`src/rtl/flush_ctrl.sv`:
```
// flush_ctrl: pipeline recovery sequencer (flush pulse, drain stall, held redirect).
// Define FLUSH_CTRL_STATS_EN to build the saturating statistics counters.
module flush_ctrl #(
    parameter int XLEN         = 64,
    parameter int ID_W         = 8,
    parameter int DRAIN_CYCLES = 2
) (
    input  logic            clk,
    input  logic            rst,
    input  logic            mispred_valid_i,
    input  logic [ID_W-1:0] mispred_id_i,
    input  logic [XLEN-1:0] mispred_target_i,
    input  logic            exc_valid_i,
    input  logic [XLEN-1:0] exc_pc_i,
    output logic            flush_o,
    output logic            flush_all_o,
    output logic [ID_W-1:0] flush_id_o,
    output logic            stall_o,
    output logic            redirect_valid_o,
    output logic [XLEN-1:0] redirect_pc_o,
    input  logic            redirect_ready_i,
    output logic            busy_o,
    output logic [31:0]     stat_mispred_o,
    output logic [31:0]     stat_exc_o,
    output logic [31:0]     stat_stall_o
);
    typedef enum logic [1:0] {IDLE, FLUSH, HOLD, REDIRECT} state_t;

    localparam logic [3:0] CNT_INIT = 4'(DRAIN_CYCLES - 1);

    state_t          state_q, state_d;
    logic            trap_q, trap_d;
    logic [ID_W-1:0] id_q, id_d;
    logic [XLEN-1:0] pc_q, pc_d;
    logic [3:0]      cnt_q, cnt_d;
    logic [ID_W-1:0] age_diff;
    logic            acc;

    // Wrapping age compare: new id is older when (new - pending) has its MSB set.
    assign age_diff = mispred_id_i - id_q;
    assign acc = exc_valid_i || (mispred_valid_i && (state_q == IDLE ||
                 ((state_q == HOLD || state_q == REDIRECT) && !trap_q && age_diff[ID_W-1])));

    always_comb begin
        state_d = state_q;
        trap_d  = trap_q;
        id_d    = id_q;
        pc_d    = pc_q;
        cnt_d   = cnt_q;
        if (acc) begin
            state_d = FLUSH;
            trap_d  = exc_valid_i;
            id_d    = exc_valid_i ? '0 : mispred_id_i;
            pc_d    = exc_valid_i ? exc_pc_i : mispred_target_i;
        end else if (state_q == FLUSH) begin
            state_d = HOLD;
            cnt_d   = CNT_INIT;
        end else if (state_q == HOLD) begin
            state_d = cnt_q == 4'd0 ? REDIRECT : HOLD;
            cnt_d   = cnt_q == 4'd0 ? cnt_q : cnt_q - 4'd1;
        end else if (state_q == REDIRECT && redirect_ready_i) begin
            state_d = IDLE;
        end
    end

    always_ff @(posedge clk or posedge rst) begin
        if (rst) begin
            state_q <= IDLE;
            trap_q  <= 1'b0;
            id_q    <= '0;
            pc_q    <= '0;
            cnt_q   <= '0;
        end else begin
            state_q <= state_d;
            trap_q  <= trap_d;
            id_q    <= id_d;
            pc_q    <= pc_d;
            cnt_q   <= cnt_d;
        end
    end

    assign flush_o          = state_q == FLUSH;
    assign flush_all_o      = flush_o && trap_q;
    assign flush_id_o       = (flush_o && !trap_q) ? id_q : '0;
    assign stall_o          = state_q != IDLE;
    assign busy_o           = state_q != IDLE;
    assign redirect_valid_o = state_q == REDIRECT;
    assign redirect_pc_o    = redirect_valid_o ? pc_q : '0;

`ifdef FLUSH_CTRL_STATS_EN
    logic [31:0] smp_q, sex_q, sst_q;

    always_ff @(posedge clk or posedge rst) begin
        if (rst) begin
            smp_q <= '0;
            sex_q <= '0;
            sst_q <= '0;
        end else begin
            if (flush_o && !trap_q && !(&smp_q)) smp_q <= smp_q + 32'd1;
            if (flush_o && trap_q && !(&sex_q))  sex_q <= sex_q + 32'd1;
            if (stall_o && !(&sst_q))            sst_q <= sst_q + 32'd1;
        end
    end

    assign stat_mispred_o = smp_q;
    assign stat_exc_o     = sex_q;
    assign stat_stall_o   = sst_q;
`else
    assign stat_mispred_o = '0;
    assign stat_exc_o     = '0;
    assign stat_stall_o   = '0;
`endif
endmodule

```
`config.mk`:
```
export PLATFORM = sky130hd
export DESIGN_NAME = flush_ctrl
export DESIGN_NICKNAME = d
export VERILOG_FILES = /design/src/rtl/flush_ctrl.sv
export SDC_FILE = /design/constraint.sdc
export NUM_CORES = 1
export LEC_CHECK = 0
export BUFFER_PORTS_ARGS = -buffer_cell sky130_fd_sc_hd__buf_4
export CAP_MARGIN = 30
export CORE_AREA = 2 2 121 123
export DETAILED_ROUTE_END_ITERATION = 7
export DIE_AREA = 0 0 123 125
export PLACE_DENSITY_LB_ADDON = 0.08
export SLEW_MARGIN = 10
export SYNTH_ARGS = -nofsm -noshare
export SYNTH_HDL_FRONTEND = slang
export SYNTH_SLANG_ARGS = --single-unit
```
`constraint.sdc`:
```
create_clock -name clk -period 3.1 [get_ports clk]
set_clock_uncertainty 0.2 [all_clocks]
set_input_delay 0 -clock clk [delete_from_list [all_inputs] [get_ports clk]]
set_output_delay 0 -clock clk [all_outputs]
set_load 0.02 [all_outputs]
```
==> metrics.log, run 1 <==
[metrics] core area: 14,200 µm²
[metrics] number of I/O port buffers: 217
[metrics] Clk pin slew, worst setup/hold paths: 0.06 ns
[metrics] unrepaired setup endpoints after global routing: no
[metrics] first-pass GRT wire length: 25,100 µm
[metrics] Routed Antenna Nets: 0
[metrics] data required time at the worst endpoint: 3.10 ns
[metrics] worst hold-check path type: input pin to async pin
[metrics] I/O pin cnt: 314
[metrics] Post CTS Setup Buffer Count: 0
[metrics] combined area of the multi-input logic cells: 2650 µm²
[metrics] number of instances in the synthesized netlist: 634
[metrics] Max Clock Freq: 356 MHz
[metrics] share of the synthesized netlist area taken by xor and xnor gates: 0.169%
[metrics] compound-cell area share of the yosys netlist: 15.5%
[metrics] number of max-slew violations in the final report: 0
[metrics] shortest period the worst path allows: 2.81 ns
[metrics] Relative slew margins: 51.6%
[metrics] EDFF count, synth: 0
[metrics] Die X-Extent: 123 µm
[metrics] worst voltage drop across the vdd grid: 0.000261 V
[metrics] data arrival time of the worst path: 2.80 ns
[metrics] GRT overflow: 0
[metrics] drt via density: 4.45
[metrics] clock sink total: 79
[metrics] area taken by flip-flops and latches: 1980 µm²
[metrics] path type of the worst setup path: flop to flop
[metrics] Simple-Gate Fraction of Synth Area: 24.7%
[metrics] Fin. Hold Viols: 0
[metrics] Hold Slack: 0.0395 ns
[metrics] CTS Buf Count: 9
[metrics] placed wire-length estimate after detailed placement: 10,000 µm
[metrics] most repeated cell in the gate-level netlist after synthesis: sky130_fd_sc_hd__a21oi_1
[metrics] fill cell instance count of the final layout: 1,248
[metrics] most used cell, CP: sky130_fd_sc_hd__a21o_1
[metrics] area leader, netlist: sky130_fd_sc_hd__dfrtp_1
[metrics] via total after detailed routing: 5,138
[metrics] Worst Max-Slew Pin Slew: 0.725 ns
[metrics] Area contributors post-synth: sky130_fd_sc_hd__dfrtp_1 38%, sky130_fd_sc_hd__buf_4 14%, sky130_fd_sc_hd__a21oi_1 13%
[metrics] static power due to leakage: 4.15 nW
[metrics] max-cap violation count: 0
[metrics] combinational family with the most area after synthesis: simple AND/OR/NAND/NOR gates
[metrics] synthesis-stage register bit count: 79
[metrics] clk_lat worst skew: 0.33 ns
[metrics] number of detailed-routing iterations run before antenna repair: 6
[metrics] Vert. Die Dim: 125 µm
[metrics] final-layout setup total negative slack: 0 ns
[metrics] buffer depth of the longest clock path: 2
[metrics] synthesis-to-layout area growth: 60.4%
[metrics] initial antenna violation count: 0
[metrics] sequential fraction of the synthesis area: 38.2%
[metrics] critical-path cell list: inv_1 -> ha_1 -> a21o_1 -> a221o_1 -> a21o_1 -> a211o_2 -> buf_12 -> o41ai_1 -> o21ai_0
[metrics] die area: 15,400 µm²
[metrics] Worst Path Max Fanout: 76
[metrics] CTS H-Tree Depth: 3
[metrics] ratio of total power to cell area: 546 nW/µm²
[metrics] longest individual stage delay on the worst path: 0.37 ns
[metrics] Placement Rows: 44
[metrics] number of warnings printed during yosys synthesis: 0
[metrics] total standard cell area after synthesis: 5180 µm²
[metrics] top-area cell type share of the netlist area: 38.2%
[metrics] number of unique standard cell types used by synthesis: 33
[metrics] buffers and inverters on the worst path: 2
[metrics] maximum number of pins on one net before global-route repair: 83
[metrics] area share of fa/ha/maj cells after synthesis: 2.90%
[metrics] post-layout net count: 1,119
[metrics] overall routed net length: 15,800 µm
[metrics] Finish-stage setup viols: 0
[metrics] count of antenna diodes in the layout: 0
[metrics] Resize count post-CTS: 0
[metrics] Critical-path top delay cell: sky130_fd_sc_hd__o41ai_1
[metrics] crit end category: flop
[metrics] outcome: completed
[metrics] root cell of the clock tree: sky130_fd_sc_hd__clkbuf_16
[metrics] predominant post-synthesis flop cell: sky130_fd_sc_hd__dfrtp_1
[metrics] routability congestion estimate: 0.784
[metrics] post-synthesis area per instance: 8.17 µm²
[metrics] Starting DRT DRC Count: 177
[metrics] CP startpoint kind: flop
[metrics] TritonCTS clock tree: done
[metrics] Largest delay share family, worst path: compound AO/OA/AOI/OAI gates
[metrics] mux share of post-synthesis cell area: 0.604%
[metrics] starting utilization of the core area: 36.5%
[metrics] proportion of layout cells with a drive suffix above 1: 25.2%
[metrics] Routed wire per std cell: 13.7 µm
[metrics] DRC violation count after routing: 0
[metrics] fraction of registers with async set/reset: 100%
[metrics] share of the clock period used by the worst path after layout: 90.5%
[metrics] overall fraction of global-route tracks in use: 20.5%
[metrics] most frequent cells after synthesis: 137 x sky130_fd_sc_hd__a21oi_1, 97 x sky130_fd_sc_hd__buf_4, 83 x sky130_fd_sc_hd__nand2_1, 79 x sky130_fd_sc_hd__dfrtp_1, 75 x sky130_fd_sc_hd__and2_1
[metrics] number of global-route vias before repair: 5,223
## layout make-up
type                       instances  share of cell area (%)
clock buffer                      13                    3.25
clock inverter                     3                   0.482
inverter                          12                   0.557
multi-input combinational        503                    31.9
sequential                        79                    23.8
tap                              184                    2.77
timing repair buffer             361                    37.2
## worst min-delay path: stages
cell,delay (ns)
sky130_fd_sc_hd__dlygate4sd3_1,0.54
sky130_fd_sc_hd__buf_4,0.14
sky130_fd_sc_hd__clkinv_2,0.33
## state kept, by name, indices dropped and copies added, names as in the netlist
| name | cells |
|---|---|
| trap_q | 1 |
| pc_q | 64 |
| state_q | 2 |
| cnt_q | 4 |
| id_q | 8 |
## logic make-up (layout without fill, tap and decap cells)
group,Yosys count,in the layout
buffers and inverters,147,389
AND/OR/NAND/NOR,239,239
adder cells (fa/ha/maj),12,12
other,1,96
AO/OA/AOI/OAI,152,152
XOR/XNOR,1,1
flip-flops,79,79
multiplexers,3,3
## power by group
part,internal (mW),total (mW),switching [mW]
sequential,1.25,1.36,0.117
clock,0.688,1.10,0.417
combinational,0.890,2.06,1.17
total,2.82,4.53,1.71
## path summary, 6_finish.rpt
| kind | from | to | slack, ns | cells past startpoint |
|---|---|---|---|---|
| worst min register to register | pc_q[26] | pc_q[26] | 0.31 | 2 |
| max in group asynchronous | rst | pc_q[39] | 1.84 | 4 |
| min in group clk | exc_valid_i | pc_q[29] | 0.11 | 3 |
| worst max register to register | id_q[4] | cnt_q[3] | 0.29 | 9 |
| worst max-delay path | id_q[4] | cnt_q[3] | 0.29 | 9 |
| worst min-delay path | rst | pc_q[40] | 0.04 | 3 |
## metal layers
metal,up-vias,global-route usage (%),part of all wire (%)
met4,0,9.43,3.1
met1,2377,24.2,40
met3,34,4.61,6.7
li1,2522,-,-
met5,-,0,0
met2,205,35.0,50
## stage by stage
| stage | utilization [%] | std cells | area, µm² | power [mW] | setup slack [ns] |
|---|---|---|---|---|---|
| 3_3_place_gp | 46.6 | 1001 | 6610 | 3.29 | 0.353 |
| 3_5_place_dp | 46.6 | 1001 | 6610 | 3.31 | 0.282 |
| 6_report | 58.5 | 1155 | 8300 | 4.53 | 0.294 |
| 5_1_grt | 58.5 | 1155 | 8300 | 4.85 | 0.0487 |
| 2_1_floorplan | - | 729 | 5540 | 2.67 | 0.503 |
| 4_1_cts | 58.5 | 1155 | 8300 | 4.59 | 0.267 |
## cell usage in the layout (no fill, tap or decap), types with 3 or more instances in the layout
cell,n
sky130_fd_sc_hd__clkinv_2,3
sky130_fd_sc_hd__dlygate4sd3_1,138
sky130_fd_sc_hd__dfrtp_1,79
sky130_fd_sc_hd__and2_1,75
sky130_fd_sc_hd__ha_1,11
sky130_fd_sc_hd__clkbuf_16,9
sky130_fd_sc_hd__a21oi_1,137
sky130_fd_sc_hd__o21ai_0,3
sky130_fd_sc_hd__conb_1,96
sky130_fd_sc_hd__clkbuf_8,3
sky130_fd_sc_hd__buf_4,220
sky130_fd_sc_hd__buf_12,3
sky130_fd_sc_hd__a21o_1,3
sky130_fd_sc_hd__nor2b_1,66
sky130_fd_sc_hd__inv_1,11
sky130_fd_sc_hd__nor2_1,6
sky130_fd_sc_hd__nand2_1,83
## repair_timing
item                                   CTS  global route
endpoints found under the hold margin  120             0
setup endpoints to repair                0             0
hold buffers                           138             0
Note: power is estimated with default switching activity, not from simulation.
==> inputs of run 2 (changes only) <==
--- a/config.mk
+++ b/config.mk
@@ -5,11 +5,12 @@
 export SDC_FILE = /design/constraint.sdc
 export NUM_CORES = 1
 export LEC_CHECK = 0
+export ABC_AREA = 1
 export BUFFER_PORTS_ARGS = -buffer_cell sky130_fd_sc_hd__buf_4
 export CAP_MARGIN = 30
-export CORE_AREA = 2 2 121 123
+export CORE_AREA = 2 2 122 124
 export DETAILED_ROUTE_END_ITERATION = 7
-export DIE_AREA = 0 0 123 125
+export DIE_AREA = 0 0 124 126
 export PLACE_DENSITY_LB_ADDON = 0.08
 export SLEW_MARGIN = 10
 export SYNTH_ARGS = -nofsm -noshare
==> metrics.log, run 2 <==
[metrics] sequential fraction of the synthesis area: 35.4% (-2.8 points)
[metrics] outcome: completed
[metrics] largest register by flop count: pc_q
[metrics] number of global-route vias before repair: 5,578 (+6.8%)
[metrics] number of instances in the synthesized netlist: 861 (+36%)
[metrics] clock sink total: 79 (unchanged)
[metrics] static power due to leakage: 5.35 nW (+29%)
[metrics] area share of fa/ha/maj cells after synthesis: 2.69% (-0.21 points)
[metrics] drt via density: 4.34 (-2.4%)
[metrics] Routed wire per std cell: 12.0 µm (-12%)
[metrics] leading registers by flop count: pc_q (64), id_q (8), cnt_q (4)
[metrics] Vert. Die Dim: 126 µm (+0.80%)
[metrics] Worst Max-Slew Pin Slew: 0.744 ns (+0.0189 ns)
[metrics] final-layout setup total negative slack: 0 ns (unchanged)
[metrics] Relative slew margins: 50.4% (-1.3 points)
[metrics] number of warnings printed during yosys synthesis: 0 (unchanged)
[metrics] number of max-slew violations in the final report: 0 (unchanged)
[metrics] ratio of total power to cell area: 531 nW/µm² (-2.6%)
[metrics] Worst Path Max Fanout: 38 (-50%)
[metrics] Starting DRT DRC Count: 328 (+85%)
[metrics] total standard cell area after synthesis: 5590 µm² (+7.9%)
[metrics] CTS H-Tree Depth: 3 (unchanged)
[metrics] Worst R2R Setup Slack: 0.64 ns (+0.34 ns)
[metrics] Post CTS Setup Buffer Count: 0 (unchanged)
[metrics] Routed Antenna Nets: 0 (unchanged)
[metrics] Area contributors post-synth: sky130_fd_sc_hd__dfrtp_1 35%, sky130_fd_sc_hd__nand2_1 28%, sky130_fd_sc_hd__buf_4 14%
[metrics] path type of the worst setup path: flop to flop
[metrics] number of I/O port buffers: 217 (unchanged)
[metrics] GRT overflow: 0 (unchanged)
[metrics] shortest period the worst path allows: 2.46 ns (-0.341 ns)
[metrics] max-cap violation count: 0 (unchanged)
[metrics] combined area of the multi-input logic cells: 2680 µm² (+1.2%)
[metrics] count of antenna diodes in the layout: 0 (unchanged)
[metrics] most frequent cells after synthesis: 421 x sky130_fd_sc_hd__nand2_1, 102 x sky130_fd_sc_hd__buf_4, 88 x sky130_fd_sc_hd__inv_1, 84 x sky130_fd_sc_hd__nand3_1, 79 x sky130_fd_sc_hd__dfrtp_1
[metrics] CP startpoint kind: flop
[metrics] overall routed net length: 16,600 µm (+5.2%)
[metrics] share of the clock period used by the worst path after layout: 79.5% (-11 points)
[metrics] I/O pin cnt: 314 (unchanged)
[metrics] most common cell after layout, fill and taps aside: sky130_fd_sc_hd__nand2_1
[metrics] Resize count post-CTS: 0 (unchanged)
[metrics] worst hold-check path type: input pin to flop
[metrics] TritonCTS clock tree: done
[metrics] predominant post-synthesis flop cell: sky130_fd_sc_hd__dfrtp_1
[metrics] commonest cells after routing, fill and taps aside: 421 x sky130_fd_sc_hd__nand2_1, 224 x sky130_fd_sc_hd__buf_4, 139 x sky130_fd_sc_hd__dlygate4sd3_1
[metrics] area taken by flip-flops and latches: 1980 µm² (unchanged)
[metrics] compound-cell area share of the yosys netlist: 0.851% (-15 points)
[metrics] clk_lat worst skew: 0.33 ns (about the same)
[metrics] unrepaired setup endpoints after global routing: no
[metrics] crit end category: flop
[metrics] starting utilization of the core area: 39.0% (+2.6 points)
[metrics] share of the synthesized netlist area taken by xor and xnor gates: 0.313% (+0.14 points)
[metrics] placed wire-length estimate after detailed placement: 10,600 µm (+5.7%)
[metrics] mux share of post-synthesis cell area: 0% (-0.60 points)
[metrics] EDFF count, synth: 0 (unchanged)
[metrics] Total Power Consumption: 4.61 mW (+1.7%)
[metrics] synthesis-to-layout area growth: 55.2%
[metrics] die area: 15,600 µm² (+1.6%)
[metrics] worst voltage drop across the vdd grid: 0.000253 V (-3.0%)
[metrics] overall fraction of global-route tracks in use: 21.0% (+0.55 points)
[metrics] fraction of registers with async set/reset: 100% (unchanged)
[metrics] CTS Buf Count: 9 (unchanged)
[metrics] buffer depth of the longest clock path: 2 (unchanged)
[metrics] number of unique standard cell types used by synthesis: 22 (-33%)
[metrics] routability congestion estimate: 0.777 (-0.83%)
[metrics] top-area cell type share of the netlist area: 35.4% (-2.8 points)
[metrics] data arrival time of the worst path: 2.53 ns (-0.27 ns)
[metrics] fill cell instance count of the final layout: 1,386 (+11%)
[metrics] post-synthesis area per instance: 6.49 µm² (-21%)
[metrics] number of flip-flops in the largest register: 64 (unchanged)
[metrics] Clk pin slew, worst setup/hold paths: 0.06 ns (about the same)
[metrics] root cell of the clock tree: sky130_fd_sc_hd__clkbuf_16
[metrics] first-pass GRT wire length: 26,400 µm (+5.4%)
[metrics] area leader, netlist: sky130_fd_sc_hd__dfrtp_1
[metrics] Die X-Extent: 124 µm (+0.81%)
[metrics] synthesis-stage register bit count: 79 (unchanged)
[metrics] DRC violation count after routing: 0 (unchanged)
[metrics] Fin. Hold Viols: 0 (unchanged)
[metrics] maximum number of pins on one net before global-route repair: 71 (-14%)
[metrics] initial antenna violation count: 0 (unchanged)
[metrics] Placement Rows: 44 (unchanged)
[metrics] Max Clock Freq: 406 MHz (+14%)
[metrics] proportion of layout cells with a drive suffix above 1: 20.7% (-4.5 points)
[metrics] Simple-Gate Fraction of Synth Area: 37.6% (+13 points)
[metrics] via total after detailed routing: 5,991 (+17%)
[metrics] data required time at the worst endpoint: 3.17 ns (+0.07 ns)
[metrics] Finish-stage setup viols: 0 (unchanged)
[metrics] core area: 14,300 µm² (+0.78%)
[metrics] number of detailed-routing iterations run before antenna repair: 4 (-2)
[metrics] combinational family with the most area after synthesis: simple AND/OR/NAND/NOR gates
[metrics] most repeated cell in the gate-level netlist after synthesis: sky130_fd_sc_hd__nand2_1
[metrics] post-layout net count: 1,344 (+20%)
run 2: cell type report:
type | count | share of cell area (%)
Clock buffer | 13 | 3.12
Clock inverter | 3 | 0.462
Inverter | 90 | 3.94
Multi-Input combinational cell | 645 | 30.9
Sequential cell | 79 | 22.8
Tap cell | 184 | 2.66
Timing Repair Buffer | 366 | 36.1
run 2: where the power goes:
group	switching, mW	internal [mW]	leakage, nW
Sequential	0.140	1.27	0.983
Combinational	1.26	0.837	4.21
Clock	0.415	0.688	0.156
run 2: worst paths after layout:
| kind | to | start | depth (start not counted) |
|---|---|---|---|
| max in group asynchronous | id_q[2] | rst | 5 |
| max | pc_q[62] | id_q[6] | 14 |
| min in group asynchronous | pc_q[28] | rst | 4 |
| max reg2reg | pc_q[62] | id_q[6] | 14 |
| min reg2reg | pc_q[36] | pc_q[36] | 2 |
| min | id_q[5] | mispred_valid_i | 4 |
run 2: worst max-delay path, cell delays in order (launching register included):
cell and delay [ns]:
sky130_fd_sc_hd__dfrtp_1 0.37, sky130_fd_sc_hd__inv_1 0.08, sky130_fd_sc_hd__ha_1 0.24, sky130_fd_sc_hd__nand2_1 0.09, sky130_fd_sc_hd__inv_1 0.05, sky130_fd_sc_hd__a21oi_2 0.15, sky130_fd_sc_hd__nand2_1 0.06, sky130_fd_sc_hd__nand2_1 0.05
sky130_fd_sc_hd__nand3_1 0.06, sky130_fd_sc_hd__nand2_1 0.07, sky130_fd_sc_hd__nand2_2 0.23, sky130_fd_sc_hd__nand2_2 0.15, sky130_fd_sc_hd__buf_4 0.38, sky130_fd_sc_hd__nand2_1 0.11, sky130_fd_sc_hd__nand2_1 0.08
run 2: logic make-up after synthesis:
group / count (synthesis)
DFF: 79
other: 1
adders and majority gates: 12
xor gates and xnor gates: 2
AOI/OAI and AO/OA: 8
and+or+nand+nor: 527
buffers and inverters: 232
run 2: timing repair:
action,4_1_cts,5_1_grt
setup endpoints to repair,0,0
hold buffers,139,0
hold endpoints to repair,153,0
run 2: per-layer routing:
metal	share of wire, %	vias up	track usage, %
li1	-	3042	-
met1	43	2732	26.7
met2	47	197	35.2
met3	7.8	20	4.98
met4	1.6	0	6.41
met5	0	-	0
run 2: per-stage QoR:
| stage | utilization (%) | setup slack (ns) | hold WS, ns | area, µm² | cells |
|---|---|---|---|---|---|
| floorplan | - | 0.877 | -0.0623 | 5940 | 956 |
| global placement | 48.7 | 0.705 | -0.257 | 6970 | 1225 |
| detailed placement | 48.7 | 0.654 | -0.256 | 6970 | 1225 |
| CTS | 60.6 | 0.632 | 0.0159 | 8670 | 1380 |
| global route | 60.6 | 0.363 | 0.0503 | 8670 | 1380 |
| finish | 60.6 | 0.635 | 0.0304 | 8670 | 1380 |
